**src/rtl/pc_gen_if.sv**
```systemverilog
// Redirect/fetch bundle between the IF-stage control and pc_gen.
// The slave side is the PC generator itself.
interface pc_gen_if #(
  parameter int unsigned WIDTH = 32
);
  logic             pc_write;
  logic             exc_req;
  logic             jr_valid;
  logic [WIDTH-1:0] jr_target;
  logic             br_valid;
  logic [WIDTH-1:0] br_target;
  logic             j_valid;
  logic [WIDTH-1:0] j_target;
  logic [WIDTH-1:0] pc_o;
  logic [WIDTH-1:0] pc_plus_o;
  logic             pending_o;
  logic             misalign_o;

  modport master (
    output pc_write, exc_req,
    output jr_valid, jr_target,
    output br_valid, br_target,
    output j_valid, j_target,
    input  pc_o, pc_plus_o,
    input  pending_o, misalign_o
  );

  modport slave (
    input  pc_write, exc_req,
    input  jr_valid, jr_target,
    input  br_valid, br_target,
    input  j_valid, j_target,
    output pc_o, pc_plus_o,
    output pending_o, misalign_o
  );
endinterface

```
**src/rtl/pc_gen.sv**
```systemverilog
// IF-stage program counter: prioritised redirects, stall capture,
// misaligned-target reporting.
module pc_gen #(
  parameter int unsigned      WIDTH        = 32,
  parameter logic [WIDTH-1:0] RESET_VECTOR = WIDTH'(32'h00400000),
  parameter logic [WIDTH-1:0] EXC_VECTOR   = WIDTH'(32'h80000180),
  parameter int unsigned      INSTR_BYTES  = 4
) (
  input logic    clk,
  input logic    reset,
  pc_gen_if.slave bus
);

  localparam logic [WIDTH-1:0] LOW = WIDTH'(INSTR_BYTES - 1);
  localparam logic [WIDTH-1:0] INC = WIDTH'(INSTR_BYTES);

  typedef enum logic {
    RUN,
    HOLD
  } state_e;

  state_e           state_q;
  logic [WIDTH-1:0] pc_q;
  logic [WIDTH-1:0] pend_addr_q;
  logic             pend_mis_q;
  logic             mis_q;

  logic             fresh_vld;
  logic [WIDTH-1:0] fresh_addr;
  logic             fresh_mis;
  logic [WIDTH-1:0] pc_plus;

  // Exceptions are handled ahead of this selector.
  always_comb begin
    fresh_vld  = 1'b1;
    fresh_addr = '0;
    fresh_mis  = 1'b0;
    if (bus.jr_valid) begin
      fresh_addr = bus.jr_target & ~LOW;
      fresh_mis  = |(bus.jr_target & LOW);
    end else if (bus.br_valid) begin
      fresh_addr = bus.br_target & ~LOW;
      fresh_mis  = |(bus.br_target & LOW);
    end else if (bus.j_valid) begin
      fresh_addr = bus.j_target & ~LOW;
      fresh_mis  = |(bus.j_target & LOW);
    end else begin
      fresh_vld  = 1'b0;
    end
  end

  assign pc_plus = pc_q + INC;

  always_ff @(posedge clk) begin
    if (reset) begin
      state_q     <= RUN;
      pc_q        <= RESET_VECTOR;
      pend_addr_q <= '0;
      pend_mis_q  <= 1'b0;
      mis_q       <= 1'b0;
    end else if (bus.exc_req) begin
      state_q    <= RUN;
      pc_q       <= EXC_VECTOR;
      pend_mis_q <= 1'b0;
      mis_q      <= 1'b0;
    end else begin
      unique case (state_q)
        RUN: begin
          mis_q <= 1'b0;
          if (bus.pc_write) begin
            if (fresh_vld) begin
              pc_q  <= fresh_addr;
              mis_q <= fresh_mis;
            end else begin
              pc_q  <= pc_plus;
            end
          end else if (fresh_vld) begin
            state_q     <= HOLD;
            pend_addr_q <= fresh_addr;
            pend_mis_q  <= fresh_mis;
          end
        end
        // Oldest captured redirect wins; later ones are wrong-path.
        HOLD: begin
          mis_q <= 1'b0;
          if (bus.pc_write) begin
            state_q <= RUN;
            pc_q    <= pend_addr_q;
            mis_q   <= pend_mis_q;
          end
        end
      endcase
    end
  end

  assign bus.pc_o       = pc_q;
  assign bus.pc_plus_o  = pc_plus;
  assign bus.pending_o  = (state_q == HOLD);
  assign bus.misalign_o = mis_q;

endmodule
```
**src/flat_wrapper.sv**
```systemverilog
// flat-port wrapper written by rule: the top's interface ports become plain ports
module pc_gen_flat 
#(
  parameter int unsigned      WIDTH        = 32,
  parameter logic [WIDTH-1:0] RESET_VECTOR = WIDTH'(32'h00400000),
  parameter logic [WIDTH-1:0] EXC_VECTOR   = WIDTH'(32'h80000180),
  parameter int unsigned      INSTR_BYTES  = 4
)
  (clk, reset, bus_pc_write, bus_exc_req, bus_jr_valid, bus_jr_target, bus_br_valid, bus_br_target, bus_j_valid, bus_j_target, bus_pc_o, bus_pc_plus_o, bus_pending_o, bus_misalign_o);
  pc_gen_if #(.WIDTH(WIDTH)) bus_i ();
  input logic clk;
  input logic reset;
  input wire logic [$bits(bus_i.pc_write)-1:0] bus_pc_write;
  input wire logic [$bits(bus_i.exc_req)-1:0] bus_exc_req;
  input wire logic [$bits(bus_i.jr_valid)-1:0] bus_jr_valid;
  input wire logic [$bits(bus_i.jr_target)-1:0] bus_jr_target;
  input wire logic [$bits(bus_i.br_valid)-1:0] bus_br_valid;
  input wire logic [$bits(bus_i.br_target)-1:0] bus_br_target;
  input wire logic [$bits(bus_i.j_valid)-1:0] bus_j_valid;
  input wire logic [$bits(bus_i.j_target)-1:0] bus_j_target;
  output wire logic [$bits(bus_i.pc_o)-1:0] bus_pc_o;
  output wire logic [$bits(bus_i.pc_plus_o)-1:0] bus_pc_plus_o;
  output wire logic [$bits(bus_i.pending_o)-1:0] bus_pending_o;
  output wire logic [$bits(bus_i.misalign_o)-1:0] bus_misalign_o;
  assign bus_i.pc_write = bus_pc_write;
  assign bus_i.exc_req = bus_exc_req;
  assign bus_i.jr_valid = bus_jr_valid;
  assign bus_i.jr_target = bus_jr_target;
  assign bus_i.br_valid = bus_br_valid;
  assign bus_i.br_target = bus_br_target;
  assign bus_i.j_valid = bus_j_valid;
  assign bus_i.j_target = bus_j_target;
  assign bus_pc_o = bus_i.pc_o;
  assign bus_pc_plus_o = bus_i.pc_plus_o;
  assign bus_pending_o = bus_i.pending_o;
  assign bus_misalign_o = bus_i.misalign_o;
  pc_gen #(.WIDTH(WIDTH), .RESET_VECTOR(RESET_VECTOR), .EXC_VECTOR(EXC_VECTOR), .INSTR_BYTES(INSTR_BYTES)) u_core (.clk(clk), .reset(reset), .bus(bus_i));
endmodule
```
**config.mk**
```make
export PLATFORM = sky130hd
export DESIGN_NAME = pc_gen_flat
export DESIGN_NICKNAME = d
export VERILOG_FILES = /design/src/rtl/pc_gen_if.sv /design/src/rtl/pc_gen.sv /design/src/flat_wrapper.sv
export SDC_FILE = /design/constraint.sdc
export NUM_CORES = 1
export LEC_CHECK = 0
export CAP_MARGIN = 20
export CORE_MARGIN = 3
export CORE_UTILIZATION = 45
export DETAILED_ROUTE_END_ITERATION = 7
export GPL_ROUTABILITY_DRIVEN = 1
export PLACE_DENSITY = 0.82
export SLEW_MARGIN = 0
export SYNTH_ARGS = -nofsm -noshare
export SYNTH_HDL_FRONTEND = slang
export SYNTH_SLANG_ARGS = --single-unit
export TNS_END_PERCENT = 20
```
**constraint.sdc**
```tcl
create_clock -name clk -period 2.4 [get_ports clk]
set_input_delay 0.24 -clock clk [delete_from_list [all_inputs] [get_ports clk]]
set_output_delay 0.24 -clock clk [all_outputs]
set_load 0.03 [all_outputs]
```
==> results by group <==
Critical path
  – Critical-path cell with the highest stage delay: or4b_4
  – WP data required: 2160 ps
  – Maximum fanout along the worst path: 8
  – CP cell instances: nand4_1 > or3_4 > or4b_4 > or2b_1 > buf_6
  – Worst reg-to-reg setup slack: -20 ps
  – Critical Path AT: 2210 ps
  – Nature of the critical path startpoint: flip-flop
  – Setup crit end kind: primary output
  – Max incr delay on CP: 530 ps
  – Worst Path Class, Setup: flip-flop to primary output

Place
  – Placed Instances: 887
  – Detailed placement HPWL: 12400 um
  – GPL Wtd Cong: 0.872
  – Input/output buffers: 168

Worst hold path
  – Worst min-delay path class: flip-flop to flip-flop

Global routing
  – Vias in the first global route: 5246
  – Antenna violations before repair: 0
  – GRT overflow: 0
  – Global-route wire length before repair: 26100 um
  – Total GRT Usage: 29.3%
  – Largest net degree at the start of global routing: 53

Synth
  – Post-synth EDFFs: 0
  – Synth Area in Compound Gates: 28.8%
  – Post-synthesis mux area share: 1.19%
  – Sequential-to-total area share from yosys stat: 30.2%
  – Mean Syn Cell Area: 7.26 um2
  – Synth Flop Type: dfxtp_1
  – FF+latch count, synth: 65
  – Cell Area, Synth: 0.00430 mm2
  – Synth warnings: 0
  – Cell count after synthesis: 593
  – Async SR Flop Fraction: 0%
  – XOR/XNOR Fraction of Synth Area: 5.09%
  – Synth Area in Simple Gates: 28.2%
  – Syn Nets: 697
  – Yosys cell types: 59
  – Largest family of logic cells by synthesized area: compound AO/OA/AOI/OAI gates
  – Adder-cell share of the synthesized area: 0.291%

STA
  – Final setup viols: 5
  – WHS: 463 ps
  – Fin. max-slew vios: 0
  – Period utilization: 102%
  – RSZ-0062 raised after global routing: yes
  – Slew HR: 38.3%
  – Worst Max-Slew Pin Slew: 919 ps
  – Hold Vio Cnt, Final: 0
  – Setup_tns: -118 ps
  – Minimum clock period: 2450 ps
  – Setup ws final: -50.2 ps
  – Setup Skew: 9.27 ps
  – Max frequency: 408 MHz

Power
  – Power density over cell area: 422 mW/mm2
  – Reg power frac: 41.3%
  – Clk pwr share: 28.4%
  – Peak VDD IR: 0.000221 V
  – P_leak: 2.61 nW
  – Combinational Power Share: 30.3%
  – Total Power: 2.85 mW
  – Sw Pwr: 0.935 mW
  – Int Power: 1.92 mW
  – Switching share of power: 32.8%

Clock tree
  – H-tree levels: 3
  – Clock Path Buffers: 2
  – CTS sink count: 65
  – CTS Hold Buffers Added: 0
  – Worst-path clk slew: 70 ps
  – CTS tree: done
  – CTS Buf Count: 9
  – Worst-Skew Late Latency: 350 ps
  – Root Buffer: clkbuf_8

Die
  – Starting Density: 46.4%
  – Site Rows: 35
  – Die width: 104 um
  – Number of I/O pins: 169
  – Core area: 0.00928 mm2
  – Die ar.: 0.0108 mm2
  – Die Height: 104 um

Route
  – 1st-pass router iterations: 8
  – Final ANT Viol Nets: 0
  – Initial DRC Count: 444
  – Drt drc: 0
  – Routed length per instance: 18.0 um
  – Detailed Route WL: 16600 um
  – Via count: 5476
  – DR vias/cell: 5.94

Run
  – Max Cap Viol: 0

Layout
  – Finished Layout Cells: 922
  – Fillcell total: 741
  – Layout cells sized above 1: 18.4%
  – Most frequent cells in the layout: clkdlybuf4s50_1 (144), buf_4 (74), nor2_1 (68), nand2_1 (63)
  – Area growth syn-to-layout: 57.0%
  – Antenna diodes: 0
  – Final nets: 892
  – Most common library cell in the layout ignoring fill and taps: clkdlybuf4s50_1

Status
  – Status: finished, violations left
  – Failing checks: setup timing
-- metrics by stage --
stage / setup slack (ps) / cell area [um2] / utilization, %
finish: -50.2 / 6760 / 72.8
global route: -115 / 6760 / 72.8
CTS: -93.3 / 6610 / 71.2
detailed placement: 36.3 / 6320 / 68.1
global placement: 110 / 6320 / 68.1
floorplan: -47.4 / 4310 / -
-- area by class of cell --
class	count	area (um2)	share of cell area [%]
sequential	65	1330	19.7
timing repair buffer	232	2200	32.5
clock inverter	6	35.0	0.518
multi-input combinational	464	2850	42.1
tap	129	161	2.39
clock buffer	10	128	1.89
inverter	16	60.1	0.889
-- synthesized netlist by cell type (4+ instances only) --
library cell / n / area share (%)
inv_1: 14 / 1.2
o31ai_1: 9 / 1.6
nand3_1: 11 / 1.3
a221oi_1: 10 / 2.0
a221o_1: 4 / 0.93
a211oi_1: 6 / 1.0
xnor2_1: 16 / 3.3
nand4_1: 10 / 1.5
dfxtp_1: 65 / 30
nor3_1: 28 / 3.3
nand2_1: 64 / 5.6
o22ai_1: 4 / 0.58
nand3b_1: 17 / 3.0
clkbuf_1: 37 / 3.2
o21a_1: 5 / 0.87
a31o_2: 11 / 2.2
a21oi_1: 51 / 5.9
o21ai_0: 37 / 4.3
xor2_1: 9 / 1.8
buf_2: 5 / 0.58
a22oi_1: 6 / 1.0
o2bb2ai_1: 4 / 0.81
o311ai_0: 4 / 0.81
a21o_1: 6 / 1.0
or3_1: 6 / 0.87
mux2i_1: 4 / 0.93
o211ai_1: 5 / 0.87
and4_1: 4 / 0.81
nor2_1: 68 / 5.9
a31oi_1: 6 / 0.87
nor2b_1: 16 / 2.3
-- sequential cells by signal, indices dropped and copies added, names as in the netlist --
name / flops
u_core.bus.pc_o: 32
u_core.pend_addr_q: 30
u_core.bus.misalign_o: 1
u_core.bus.pending_o: 1
u_core.pend_mis_q: 1
-- cell families after synthesis --
kind of cell	count (synthesis)
and+or+nand+nor	246
AOI/OAI and AO/OA	186
buffers and inverters	65
DFF	65
xor gates and xnor gates	25
muxes	5
adders and majority gates	1
-- worst max-delay path, delay by kind of cell (launching register included) --
family	cells	cell delay, ps
buffers and inverters	1	130
DFF	1	350
and+or+nand+nor	4	1380
-- worst paths after layout --
path	start	end	depth (start not counted)
min	u_core.pend_addr_q[2]$_SDFFE_PP0P_	u_core.pend_addr_q[2]$_SDFFE_PP0P_	2
min reg2reg	u_core.pend_addr_q[2]$_SDFFE_PP0P_	u_core.pend_addr_q[2]$_SDFFE_PP0P_	2
max	u_core.bus.pc_o[16]$_SDFFE_PP0P_	bus_pc_plus_o[25]	5
max reg2reg	u_core.bus.pc_o[16]$_SDFFE_PP0P_	u_core.bus.pc_o[26]$_SDFFE_PP0P_	12
-- per-layer routing --
metal  wire, um  global-route usage (%)  up-vias  part of all wire (%)
met3       1640                    5.42       57                   9.9
met2       7870                    48.7      356                    48
li1           -                       -     2544                     -
met4        539                    12.3        0                   3.3
met5          0                       0        -                     0
met1       6500                    37.3     2519                    39
-- timing repair --
action	in CTS	in global routing
setup buffers	13	5
pin swaps	1	7
endpoints found under the setup margin	23	17
resized for setup	22	24
cloned	0	1
endpoints found under the hold margin	0	0
-- power by group through the flow --
stage	combinational (mW)	sequential, mW	clock [mW]
floorplan	0.371	1.25	0
global placement	0.827	1.20	0
detailed placement	0.843	1.20	0
CTS	0.849	1.17	0.810
global route	0.923	1.18	0.864
finish	0.864	1.18	0.811
Power figures use the tool's default switching activity.
